File: src/rtl/paint_scheduler.sv
// paint_scheduler: round-robin arbiter that shares one bar-painting unit
// between NREQ weight-display requesters. Each grant issues one print pulse,
// follows the painter's stat window until the bar ends (or hangs), acks the
// requester and then holds off for GAP idle cycles before the next grant.
module paint_scheduler #(
    parameter int NREQ    = 4,
    parameter int TIMEOUT = 64,
    parameter int GAP     = 2
) (
    input  logic                    clk,
    input  logic                    reset,
    input  logic [NREQ-1:0]         req,
    output logic [NREQ-1:0]         ack,
    output logic                    print,
    input  logic                    stat,
    input  logic                    clr_err,
    output logic [$clog2(NREQ)-1:0] active_id,
    output logic                    busy,
    output logic                    err
);

    localparam int IW = $clog2(NREQ);
    localparam int TW = $clog2(TIMEOUT + 1);
    localparam int GW = $clog2(GAP + 1);

    typedef enum logic [2:0] {
        IDLE,
        ISSUE,
        WAIT_START,
        PAINT,
        GAP_WAIT
    } state_t;

    state_t          state;
    logic [IW-1:0]   ptr;
    logic [TW-1:0]   timer;
    logic [GW-1:0]   gapcnt;
    logic [IW-1:0]   grant;
    logic            found;
    logic [NREQ-1:0] onehot;

    // Pick the first pending requester after the last one served, wrapping around.
    always_comb begin
        grant = '0;
        found = 1'b0;
        for (int i = 1; i <= NREQ; i++) begin
            if (!found && req[IW'((int'(ptr) + i) % NREQ)]) begin
                found = 1'b1;
                grant = IW'((int'(ptr) + i) % NREQ);
            end
        end
    end

    // Ack vector for the requester currently being served.
    always_comb begin
        onehot = NREQ'(1) << active_id;
    end

    // Scheduler FSM; every output is a register so the painter and requesters see clean pulses.
    always_ff @(posedge clk or posedge reset) begin
        if (reset) begin
            state     <= IDLE;
            ack       <= '0;
            print     <= 1'b0;
            active_id <= '0;
            busy      <= 1'b0;
            err       <= 1'b0;
            ptr       <= IW'(NREQ - 1);
            timer     <= '0;
            gapcnt    <= '0;
        end else begin
            ack   <= '0;
            print <= 1'b0;
            // A timeout later in this block overrides the clear, so a
            // simultaneous clear and timeout leaves err set.
            if (clr_err) begin
                err <= 1'b0;
            end
            case (state)
                IDLE: begin
                    if (found) begin
                        active_id <= grant;
                        ptr       <= grant;
                        print     <= 1'b1;
                        busy      <= 1'b1;
                        state     <= ISSUE;
                    end
                end
                ISSUE: begin
                    timer <= '0;
                    state <= WAIT_START;
                end
                WAIT_START: begin
                    if (stat) begin
                        timer <= '0;
                        state <= PAINT;
                    end else if (timer == TW'(TIMEOUT - 1)) begin
                        err    <= 1'b1;
                        ack    <= onehot;
                        gapcnt <= '0;
                        state  <= GAP_WAIT;
                    end else if (timer != TW'(TIMEOUT)) begin
                        timer <= timer + TW'(1);
                    end
                end
                PAINT: begin
                    if (!stat) begin
                        ack    <= onehot;
                        gapcnt <= '0;
                        state  <= GAP_WAIT;
                    end else if (timer == TW'(TIMEOUT - 1)) begin
                        err    <= 1'b1;
                        ack    <= onehot;
                        gapcnt <= '0;
                        state  <= GAP_WAIT;
                    end else if (timer != TW'(TIMEOUT)) begin
                        timer <= timer + TW'(1);
                    end
                end
                GAP_WAIT: begin
                    if (gapcnt == GW'(GAP - 1)) begin
                        busy  <= 1'b0;
                        state <= IDLE;
                    end else begin
                        gapcnt <= gapcnt + GW'(1);
                    end
                end
                default: begin
                    busy  <= 1'b0;
                    state <= IDLE;
                end
            endcase
        end
    end

endmodule

File: config.mk
export PLATFORM = sky130hd
export DESIGN_NAME = paint_scheduler
export DESIGN_NICKNAME = d
export VERILOG_FILES = /design/src/rtl/paint_scheduler.sv
export SDC_FILE = /design/constraint.sdc
export NUM_CORES = 1
export LEC_CHECK = 0
export CAP_MARGIN = 20
export CORE_MARGIN = 3
export CORE_UTILIZATION = 35
export CTS_CLUSTER_SIZE = 20
export DETAILED_ROUTE_END_ITERATION = 7
export DONT_BUFFER_PORTS = 1
export SYNTH_ARGS = -nofsm -noshare
export SYNTH_HDL_FRONTEND = slang
export SYNTH_SLANG_ARGS = --single-unit
File: constraint.sdc
create_clock -name clk -period 4.2 [get_ports clk]
set_input_delay 0.63 -clock clk [delete_from_list [all_inputs] [get_ports clk]]
set_output_delay 0.63 -clock clk [all_outputs]
set_load 0.005 [all_outputs]
* After elaboration in Yosys (flattened, before gate mapping)
Index checks and enable logic that the tools add are counted.
** Storage, ports and cells
- Flip-flop bits (word level) :: 23
- Input bits :: 8
- Logic and storage cells :: 98
** Operators by class
- Add/sub/neg operators :: 6
- Order comparisons :: 4
- Equal/unequal tests :: 12
- Shift-type cells :: 1
- Mux-type cells :: 50
- Bitwise logic cells :: 1
- Reductions and logical operators :: 15
** Operators by type and width (count)
- $mux W7 :: 4
- $pmux W7 S3 :: 1
- $mux W1 :: 20
- $lt A2 B4 Y1 const B :: 4
- $mux W2 :: 8
- $mux W3 :: 5
- $pmux W3 S5 :: 1
- $mux W4 :: 3
- $ne A2 B2 Y1 const B :: 5
- $bmux W1 S2 :: 4
- $pmux W4 S2 :: 1
- $add A7 B1 Y7 const B :: 1
- $eq A7 B6 Y1 const B :: 1
- $ne A7 B7 Y1 const B :: 1
- $add A2 B1 Y2 const B :: 3
- $eq A3 B2 Y1 const B :: 2
- $pmux W2 S3 :: 1
- $reduce_and A2 Y1 :: 3
- $reduce_and A3 Y1 :: 2
- $reduce_bool A3 Y1 :: 2
- $add A2 B2 Y2 const B :: 2
- $shl A1 B2 Y4 const A :: 1
- $eq A3 B1 Y1 const B :: 1
- $eq A3 B3 Y1 const B :: 1
- 8 further kinds :: 12

* Longest topological paths before layout
Gate-level depths: netlist of run 1.
- Depth in word-level cells :: 16
- Mapped depth :: 6

* Least setup slack after synthesis of run 1
Ideal clock, no wire load.
- Path kind :: input -> register
- Start :: in stat
- End :: reg timer[3]
- Arrival :: 1648 ps
- Required time :: 4122 ps
- Slack :: 2475 ps
- Cell stages on the path :: 4
- Buffers on the path :: 0
- Path through :: nor2b_1 a211o_1 or4_1 a21oi_1
** Between the ends
- Cells in the longest elaborated chain, start to end :: 2
- Elaborated cells on any way between the ends :: 4
- Those cells by class :: 1 x eq/ne; 2 x mux; 1 x reduce/logical
** Ends and longest elaborated chain
- from (decl) :: line 15 : input logic stat,
- $mux W7 / $ne A2 B2 Y1 (equally long branches)
- $pmux W7 S3 / $reduce_and A2 Y1 (equally long branches)
- to (signal assigned) :: line 103 : timer <= timer + TW'(1);
- to (signal assigned) :: line 117 : timer <= timer + TW'(1);
- to (decl) :: line 36 : logic [TW-1:0] timer;
Parallel ways exist; a longest one is shown, timed or not.
A chain may end at the register's enable or synchronous reset.

* Final worst setup path of run 1
- Start :: reg timer[0]
- End :: reg gapcnt[1]
** Between the ends
- Cells in the longest elaborated chain, start to end :: 4
- Elaborated cells on any way between the ends :: 5
- Those cells by class :: 1 x eq/ne; 4 x mux
** Ends and longest elaborated chain
- $eq A7 B6 Y1 (*) :: line 97, 111
- $mux W2 (*)
- $mux W2 (on tied branches)
- $pmux W2 S3 (*)
- to (signal assigned) :: line 125 : gapcnt <= gapcnt + GW'(1);
- to (decl) :: line 37 : logic [GW-1:0] gapcnt;
Mark *: on every way between the ends. The rest lies on a longest branch, timed or not. The select of a mux whose other input is x is not followed.

==> flow_metrics.env, run 1 <==
export IMPL_status="finished, final reports clean"
export IMPL_comb_power_share_pct=36.5
export IMPL_maxCapViolCount=0
export IMPL_crit_slowest_cell="dfrtp_1"
export IMPL_area_delta_synth_final_pct=6.51
export IMPL_peakVddDrop_uv=338
export IMPL_row_count=20
export IMPL_crit_cells=5
export IMPL_r2r_cells=5
export IMPL_wl_per_cell_um=13.7
export IMPL_power_frac_clock_pct=13.3
export IMPL_p_total_mw=0.762
export IMPL_power_density_mw_per_mm2=591
export IMPL_final_core_util_pct=40.6
export IMPL_path_delay_family="compound AO/OA/AOI/OAI gates"
export IMPL_skew_ns=0.00779
export IMPL_place_inst=168
export IMPL_ctsHoldBuffers=0
export IMPL_ys_seq_area_share_pct=47.7
export IMPL_cts_root_buffer="clkbuf_4"
export IMPL_layout_commonest_cell="dfrtp_1"
export IMPL_r2r_start="timer[0]$_DFFE_PP0P_"
export IMPL_finalNetCount=140
export IMPL_synthFlopType="dfrtp_1"
export IMPL_startpoint_type="register"
export IMPL_final_cell_mix="dfrtp_1, inv_1, nor2_1, nor3_1, o21ai_0"
export IMPL_die_area_sq_mm=0.00420
export IMPL_path_buf_inv=0
export IMPL_slew_viol_final=0
export IMPL_clk_latency_ns=0.31
export IMPL_crit_arrival_ns=2.00
export IMPL_tightest_slew_ns=0.830
export IMPL_io_pins=17
export IMPL_power_switching_mw=0.311
export IMPL_post_synth_num_cell_types=41
export IMPL_cts_sinks=23
export IMPL_grt_pass1_vias=943
export IMPL_hp_class="primary input to async pin"
export IMPL_place_ws_ns=2.41
export IMPL_netSwitchingFraction_pct=40.8
export IMPL_io_buffers=0
export IMPL_cp_required_ns=4.41
export IMPL_core_area_sq_mm=0.00318
export IMPL_fmax_ghz=0.559
export IMPL_cts_buffer_depth=2
export IMPL_dpl_instance_area_sq_mm=0.00126
export IMPL_drive_gt1_share_pct=10.2
export IMPL_syn_num_nets=136
export IMPL_r2r_end="gapcnt[1]$_DFFE_PP0P_"
export IMPL_ys_ff_latch=23
export IMPL_routed_via_density=5.52
export IMPL_crit_path_max_incr_delay_ns=0.45
export IMPL_drtIter0Drc=22
export IMPL_synth_warnings=0
export IMPL_slew_headroom_pct=44.6
export IMPL_vias=950
export IMPL_p_seq_share_pct=50.2
export IMPL_syn_inst=125
export IMPL_fin_setup_tns_ns=0
export IMPL_postSynth_asyncResetShare_pct=100
export IMPL_crit_path_frequent_cell="nand3_1"
export IMPL_routabilityCongestion=0.854
export IMPL_track_usage_pct=12.5
export IMPL_start_util_pct=38.1
export IMPL_dieWidth_um=64.8
export IMPL_grt_max_degree=24
export IMPL_antenna_found_initial=0
export IMPL_synth_edf_count=0
export IMPL_cts_setup_buffers=0
export IMPL_drc=0
export IMPL_postRouteAntennaNets=0
export IMPL_worst_path_max_fanout=7
export IMPL_min_period_over_period_pct=42.6
export IMPL_final_area_sq_mm=0.00129
export IMPL_min_period_ns=1.79
export IMPL_p_int_mw=0.451
export IMPL_crit_chain="ha_1, nand3_1, o21ai_0, nand3_1, a31o_2"
export IMPL_endpoint="gapcnt[1]$_DFFE_PP0P_"
export IMPL_overflow=0
export IMPL_syn_area_per_cell_sq_um=9.69
export IMPL_grt_pass1_wl_mm=4.20
export IMPL_holdWs_ns=0.353
export IMPL_r2r_setup_slack_ns=2.41
export IMPL_wl_mm=2.36
export IMPL_clk_pin_slew_ns=0.13
export IMPL_cts_made_buffers=3
export IMPL_cts_resized=0
export IMPL_syn_area_sq_mm=0.00121
export IMPL_path_class="register to register"
export IMPL_hold_viol=0
export IMPL_antennaDiodeCount=0
export IMPL_end_kind="register"
export IMPL_setup_violations=0
export IMPL_final_cells=172
export IMPL_drtPass1Iterations=4
export IMPL_htree_levels=1
export IMPL_rsz0062_at_grt="false"
export IMPL_critPathLaunch="timer[0]$_DFFE_PP0P_"
export IMPL_setup_ws_ns=2.41
export IMPL_die_y_um=64.8
export IMPL_hpwl_mm=1.77
export IMPL_p_leak_nw=0.542
export IMPL_cts_tree="built"
cells by family (layout without fill, tap and decap cells):
group                    after synthesis  count (layout)  synth area share (%)
buffers and inverters                 11              14                  3.41
flip-flops                            23              23                  47.7
AND/OR/NAND/NOR                       53              53                  25.6
adder cells (fa/ha/maj)                3               3                  3.10
AO/OA/AOI/OAI                         33              33                  18.5
multiplexers                           2               2                  1.65
per-layer routing:
layer  vias to the layer above  global-route usage [%]  wire, um
met1                       455                    15.7      1040
met5                         -                       0         0
li1                        470                       -         -
met2                        23                    21.1      1180
met3                         2                    2.77       124
met4                         0                    4.49        17
registers in the layout (all words and copies together), names as in the netlist:
| register | cells |
|---|---|
| err | 1 |
| active_id | 2 |
| ack | 4 |
| state | 3 |
| ptr | 2 |
| gapcnt | 2 |
| busy | 1 |
| timer | 7 |
| print | 1 |
worst min-delay path by stage:
stage | slack, ns | endpoint | start | depth (start not counted)
2_1_floorplan | 0.47 | timer[6]$_DFFE_PP0P_ | timer[6]$_DFFE_PP0P_ | 1
3_3_place_gp | 0.49 | gapcnt[1]$_DFFE_PP0P_ | gapcnt[1]$_DFFE_PP0P_ | 1
3_5_place_dp | 0.50 | gapcnt[1]$_DFFE_PP0P_ | gapcnt[1]$_DFFE_PP0P_ | 1
4_1_cts | 0.38 | err$_DFF_PP0_ | clr_err | 1
5_1_grt | 0.39 | err$_DFF_PP0_ | clr_err | 1
6_report | 0.35 | timer[2]$_DFFE_PP0P_ | reset | 1
cell usage after synthesis, drive strengths merged, types with 2 or more instances:
cell type,n,area (sq um)
dfstp,2,52.6
nor2b,6,37.5
nand2,3,11.3
ha,3,37.5
inv,10,37.5
a211oi,3,22.5
a21oi,5,25.0
nor3,8,40.0
nand2b,4,25.0
a31oi,3,18.8
a31o,3,26.3
o21ai,7,35.0
nand4,3,18.8
nand3b,2,15.0
dfrtp,21,526
nor4,3,25.0
nor2,9,36.3
o21a,2,15.0
mux2i,2,20.0
nand3,5,25.0
o22ai,2,12.5
and3,2,12.5
power groups by stage:
stage,sequential [mW],combinational [mW],clock [mW]
5_1_grt,0.397,0.323,0.114
6_report,0.383,0.278,0.102
3_3_place_gp,0.384,0.275,0
3_5_place_dp,0.388,0.278,0
2_1_floorplan,0.357,0.239,0
4_1_cts,0.384,0.280,0.107
final cells by class:
type                       instances  area [sq um]
clock buffer                       3          22.5
sequential                        23           578
fill                             336          1890
inverter                          10          37.5
multi-input combinational         91           592
clock inverter                     1          5.00
tap                               44          55.1
(Power assumes the default switching activity.)
==> run 2, diff against run 1 <==
--- a/config.mk
+++ b/config.mk
@@ -5,6 +5,7 @@
 export SDC_FILE = /design/constraint.sdc
 export NUM_CORES = 1
 export LEC_CHECK = 0
+export ABC_AREA = 1
 export CAP_MARGIN = 20
 export CORE_MARGIN = 3
 export CORE_UTILIZATION = 35
==> constraint.sdc (replaced) <==
create_clock -name clk -period 1.83 [get_ports clk]
set_input_delay 0.2745 -clock clk [delete_from_list [all_inputs] [get_ports clk]]
set_output_delay 0.2745 -clock clk [all_outputs]
set_load 0.005 [all_outputs]
==> flow_metrics.env, run 2 <==
export IMPL_status="finished, final reports clean"
export IMPL_postRouteAntennaNets=0
export IMPL_fin_setup_tns_ns=0
export IMPL_synth_xor_area_share_pct=0
export IMPL_hpwl_mm=2.02
export IMPL_cts_root_buffer="clkbuf_8"
export IMPL_clk_pin_slew_ns=0.08
export IMPL_ys_ff_latch=23
export IMPL_cts_made_buffers=3
export IMPL_drtIter0Drc=56
export IMPL_seq_area_sq_um=578
export IMPL_startpoint_type="register"
export IMPL_die_y_um=68.7
export IMPL_core_area_sq_mm=0.00372
export IMPL_drtPass1Iterations=4
export IMPL_yosys_area_share_adder_pct=2.73
export IMPL_slew_headroom_pct=75.0
export IMPL_final_cells=232
export IMPL_cts_resized=0
export IMPL_p_leak_nw=0.773
export IMPL_hold_viol=0
export IMPL_drc=0
export IMPL_critPathLaunch="ptr[0]$_DFFE_PP1P_"
export IMPL_setup_violations=0
export IMPL_end_kind="register"
export IMPL_synth_area_leader_cell="dfrtp_1"
export IMPL_maxCapViolCount=0
export IMPL_grtUsageMet3_pct=3.40
export IMPL_cp_required_ns=1.98
export IMPL_synth_most_common_cell="nand2_1"
export IMPL_worst_path_max_fanout=9
export IMPL_synth_compound_area_share_pct=8.10
export IMPL_grt_max_degree=24
export IMPL_yosys_top_cells_count="nand2_1, inv_1, dfrtp_1"
export IMPL_syn_area_sq_mm=0.00138
export IMPL_vias=1096
export IMPL_multi_input_area_sq_um=657
export IMPL_final_cell_mix="nand2_1, inv_1, dfrtp_1"
export IMPL_clk_latency_ns=0.26
export IMPL_syn_inst=178
export IMPL_grt_pass1_wl_mm=4.60
export IMPL_synth_mux_area_share_pct=0
export IMPL_place_ws_ns=0.209
export IMPL_regMostFlops="timer"
export IMPL_place_inst=227
export IMPL_yosys_area_share_simple_pct=36.9
export IMPL_r2r_start="ptr[0]$_DFFE_PP1P_"
export IMPL_fillers=406
export IMPL_largest_reg_flops=7
export IMPL_power_density_mw_per_mm2=1650
export IMPL_area_delta_synth_final_pct=8.64
export IMPL_r2r_cells=11
export IMPL_grtUsageMet2_pct=18.0
export IMPL_syn_area_per_cell_sq_um=7.73
export IMPL_ys_seq_area_share_pct=42.0
export IMPL_routabilityCongestion=0.819
export IMPL_layout_commonest_cell="nand2_1"
export IMPL_finalNetCount=196
export IMPL_io_buffers=0
export IMPL_use_met1_pct=18.0
export IMPL_rsz0062_at_grt="false"
export IMPL_cts_tree="built"
export IMPL_die_area_sq_mm=0.00472
export IMPL_cts_buffer_depth=2
export IMPL_postSynth_asyncResetShare_pct=100
export IMPL_wl_mm=2.62
export IMPL_overflow=0
export IMPL_slew_viol_final=0
export IMPL_synthFlopType="dfrtp_1"
export IMPL_synth_top_family_by_area="simple AND/OR/NAND/NOR gates"
export IMPL_p_total_mw=2.46
export IMPL_routed_via_density=4.72
export IMPL_wl_per_cell_um=11.3
export IMPL_antennaDiodeCount=0
export IMPL_start_util_pct=37.0
export IMPL_grt_pass1_vias=1022
export IMPL_cts_sinks=23
export IMPL_path_class="register to register"
export IMPL_io_pins=17
export IMPL_r2r_setup_slack_ns=0.20
export IMPL_busiest_layer="met1"
export IMPL_synth_edf_count=0
export IMPL_min_period_over_period_pct=89.1
export IMPL_ys_top_cells_by_area="dfrtp_1, nand2_1, inv_1"
export IMPL_peakVddDrop_uv=540
export IMPL_tightest_slew_ns=0.370
export IMPL_endpoint="active_id[0]$_DFFE_PP0P_"
export IMPL_hp_class="primary input to register"
export IMPL_top_regs="timer x7, ack x4, state x3"
export IMPL_cts_setup_buffers=0
export IMPL_htree_levels=1
export IMPL_fmax_ghz=0.613
export IMPL_r2r_end="active_id[0]$_DFFE_PP0P_"
export IMPL_antenna_found_initial=0
export IMPL_synth_top_area_share_pct=38.2
export IMPL_synth_warnings=0
export IMPL_skew_ns=0.00339
export IMPL_crit_arrival_ns=1.78
export IMPL_syn_num_nets=189
export IMPL_drive_gt1_share_pct=15.8
export IMPL_final_core_util_pct=40.2
export IMPL_worstHoldStart="clr_err"
export IMPL_min_period_ns=1.63
export IMPL_dieWidth_um=68.7
export IMPL_row_count=22
export IMPL_track_usage_pct=12.7
export IMPL_post_synth_num_cell_types=29
export IMPL_setup_ws_ns=0.199
-- run 2: worst min path at each step --
stage | endpoint | slack, ns | cells past startpoint
2_1_floorplan | ack[0]$_DFF_PP0_ | 0.27 | 1
3_3_place_gp | ack[0]$_DFF_PP0_ | 0.23 | 2
3_5_place_dp | ack[3]$_DFF_PP0_ | 0.23 | 2
4_1_cts | err$_DFF_PP0_ | 0.09 | 1
5_1_grt | err$_DFF_PP0_ | 0.09 | 1
6_report | err$_DFF_PP0_ | 0.1 | 1
-- run 2: cell type report --
class	count	share of cell area, %
Multi-Input combinational cell	121	44.0
Timing Repair Buffer	3	1.68
Tap cell	48	4.02
Sequential cell	23	38.7
Clock buffer	4	3.02
Inverter	33	8.63
-- run 2: logic make-up (layout without fill, tap and decap cells) --
logic type / count (synthesis) / count (layout)
DFF: 23 / 23
and+or+nand+nor: 100 / 100
AOI/OAI and AO/OA: 18 / 18
adders and majority gates: 3 / 3
buffers and inverters: 34 / 40
-- run 2: worst max-delay path, stage by stage, from the launching register on --
cell	delay, ns
dfstp_2	0.64
inv_4	0.08
nand2_1	0.06
nand2_1	0.08
nand2_2	0.10
nand2_4	0.07
nor2_8	0.12
nand3_4	0.08
nand2_4	0.11
inv_4	0.05
nand3_2	0.07
nand2_1	0.05
-- run 2: what timing repair did --
action,CTS,global route
hold buffers,1,0
endpoints found under the hold margin,21,0
setup endpoints to repair,0,0
-- run 2: power by group --
part	internal [mW]	total [mW]	leakage (nW)	switching (mW)
sequential	0.676	0.845	0.299	0.169
combinational	0.457	1.31	0.452	0.851
clock	0.155	0.308	0.0228	0.153
total	1.29	2.46	0.773	1.17
-- run 2: stage by stage --
step	hold WS [ns]	cell area [sq um]
final	0.0981	1490
after CTS	0.0908	1490
after floorplan	0.275	1380
after global placement	0.225	1440
after detailed placement	0.230	1440
after global routing	0.0938	1490
-- run 2: per-layer routing --
layer  part of all wire (%)  up-vias
met5                      0        -
met4                    1.6        0
met3                    5.5        4
met2                     42       16
met1                     51      494
li1                       -      582
==> run 3, diff against run 2 <==
--- a/config.mk
+++ b/config.mk
@@ -7,11 +7,14 @@
 export LEC_CHECK = 0
 export ABC_AREA = 1
 export CAP_MARGIN = 20
+export CELL_PAD_IN_SITES_DETAIL_PLACEMENT = 1
+export CELL_PAD_IN_SITES_GLOBAL_PLACEMENT = 1
 export CORE_MARGIN = 3
-export CORE_UTILIZATION = 35
+export CORE_UTILIZATION = 45
 export CTS_CLUSTER_SIZE = 20
 export DETAILED_ROUTE_END_ITERATION = 7
 export DONT_BUFFER_PORTS = 1
+export PLACE_DENSITY_LB_ADDON = 0.1
 export SYNTH_ARGS = -nofsm -noshare
 export SYNTH_HDL_FRONTEND = slang
 export SYNTH_SLANG_ARGS = --single-unit
==> flow_metrics.env, run 3 (same netlist as run 2, synthesis figures left out) <==
export IMPL_cts_sinks=23
export IMPL_core_area_sq_mm=0.00283
export IMPL_fmax_ghz=0.597
export IMPL_postRouteAntennaNets=0
export IMPL_die_area_sq_mm=0.00376
export IMPL_drtPass1Iterations=4
export IMPL_hold_viol=0
export IMPL_die_y_um=61.3
export IMPL_r2r_end="ack[3]$_DFF_PP0_"
export IMPL_slew_viol_final=0
export IMPL_fin_setup_tns_ns=0
export IMPL_r2r_setup_slack_ns=0.15
export IMPL_wl_mm=3.10
export IMPL_slew_headroom_pct=73.0
export IMPL_final_cell_mix="nand2_1, inv_1, dfrtp_1"
export IMPL_cts_tree="built"
export IMPL_endpoint="ack[3]$_DFF_PP0_"
export IMPL_io_pins=17
export IMPL_worst_path_max_fanout=7
export IMPL_p_seq_share_pct=34.7
export IMPL_regMostFlops="timer"
export IMPL_crit_arrival_ns=1.90
export IMPL_clk_pin_slew_ns=0.13
export IMPL_cts_root_buffer="clkbuf_4"
export IMPL_status="finished, final reports clean"
export IMPL_p_total_mw=2.45
export IMPL_layout_commonest_cell="nand2_1"
export IMPL_antenna_found_initial=0
export IMPL_power_frac_clock_pct=9.9
export IMPL_skew_ns=0.00185
export IMPL_comb_power_share_pct=55.4
export IMPL_startpoint_type="register"
export IMPL_area_delta_synth_final_pct=5.28
export IMPL_path_class="register to register"
export IMPL_routed_via_density=5.42
export IMPL_path_buf_inv=0
export IMPL_cts_setup_buffers=0
export IMPL_r2r_start="timer[0]$_DFFE_PP0P_"
export IMPL_crit_cells=7
export IMPL_top_regs="timer x7, ack x4, state x3"
export IMPL_cts_buffer_depth=2
export IMPL_clk_latency_ns=0.31
export IMPL_min_path_cells=1
export IMPL_largest_reg_flops=7
export IMPL_hpwl_mm=2.47
export IMPL_io_buffers=0
export IMPL_p_leak_nw=0.763
export IMPL_r2r_cells=7
export IMPL_netSwitchingFraction_pct=51.0
export IMPL_grt_pass1_vias=1203
export IMPL_final_core_util_pct=51.2
export IMPL_ctsHoldBuffers=1
export IMPL_htree_levels=1
export IMPL_power_density_mw_per_mm2=1690
export IMPL_row_count=19
export IMPL_drc=0
export IMPL_tightest_slew_ns=0.401
export IMPL_antennaDiodeCount=0
export IMPL_setup_ws_ns=0.154
export IMPL_drive_gt1_share_pct=15.8
export IMPL_grt_pass1_wl_mm=5.32
export IMPL_power_switching_mw=1.25
export IMPL_routabilityCongestion=0.828
export IMPL_place_ws_ns=0.169
export IMPL_cp_required_ns=2.06
export IMPL_track_usage_pct=18.9
export IMPL_critPathLaunch="timer[0]$_DFFE_PP0P_"
export IMPL_wl_per_cell_um=14.5
export IMPL_min_period_ns=1.68
export IMPL_peakVddDrop_uv=767
export IMPL_crit_path_max_incr_delay_ns=0.42
export IMPL_vias=1159
export IMPL_setup_violations=0
export IMPL_dieWidth_um=61.3
export IMPL_maxCapViolCount=0
export IMPL_crit_path_frequent_cell="nand2_1"
export IMPL_finalNetCount=195
export IMPL_grt_max_degree=24
export IMPL_crit_slowest_cell="dfrtp_1"
export IMPL_cts_resized=0
export IMPL_hp_class="primary input to register"
export IMPL_overflow=0
export IMPL_rsz0062_at_grt="false"
export IMPL_p_int_mw=1.20
export IMPL_crit_chain="ha_1, nand3_1, nor2_2, nand3_2, nand2_1, nand2_1, nor3_1"
export IMPL_path_delay_family="simple AND/OR/NAND/NOR gates"
export IMPL_drtIter0Drc=41
export IMPL_cts_made_buffers=3
export IMPL_min_period_over_period_pct=91.6
export IMPL_end_kind="register"
export IMPL_start_util_pct=48.6
## run 3: cell types whose count changed in the layout (fill, tap and decap cells not counted), sizes merged
cell,delta
clkinv,+1
clkbuf,-1
buf,-1
## run 3: how the worst min path moves through the flow
stage | start | slack (ns) | end
CTS | clr_err | 0.02 | err$_DFF_PP0_
global placement | reset | 0.22 | ack[2]$_DFF_PP0_
floorplan | reset | 0.27 | ack[0]$_DFF_PP0_
global route | clr_err | 0.01 | err$_DFF_PP0_
finish | clr_err | 0.03 | err$_DFF_PP0_
detailed placement | reset | 0.23 | ack[3]$_DFF_PP0_
## run 3: cell type report
class / count / area (sq um)
clock buffers: 3 / 22.5
clock inverters: 1 / 5.00
fillers: 364 / 1380
inverters: 33 / 129
multi-input cells: 121 / 657
flip-flops and latches: 23 / 578
well taps: 31 / 38.8
repair buffers: 2 / 17.5
## run 3: layer usage
metal  vias up  wire (um)  global-route usage, %  part of all wire [%]
li1        581          -                      -                     -
met1       556       1360                   23.4                    44
met2        18       1600                   33.4                    52
met3         4        102                   3.14                   3.3
met4         0         38                   5.88                   1.2
met5         -          0                      0                     0
## run 3: power groups by stage
stage | logic (mW) | clock network [mW] | registers (mW)
5_1_grt | 1.55 | 0.274 | 0.875
6_report | 1.36 | 0.242 | 0.849
3_3_place_gp | 1.28 | 0 | 0.852
3_5_place_dp | 1.35 | 0 | 0.862
2_1_floorplan | 1.14 | 0 | 0.789
4_1_cts | 1.37 | 0.251 | 0.851
## run 3: through the flow
| stage | hold slack (ns) | instance area (sq um) | cells |
|---|---|---|---|
| final | 0.0297 | 1450 | 214 |
| after global routing | 0.0121 | 1450 | 214 |
| after floorplan | 0.275 | 1380 | 178 |
| after detailed placement | 0.229 | 1410 | 209 |
| after CTS | 0.0213 | 1450 | 214 |
| after global placement | 0.221 | 1410 | 209 |
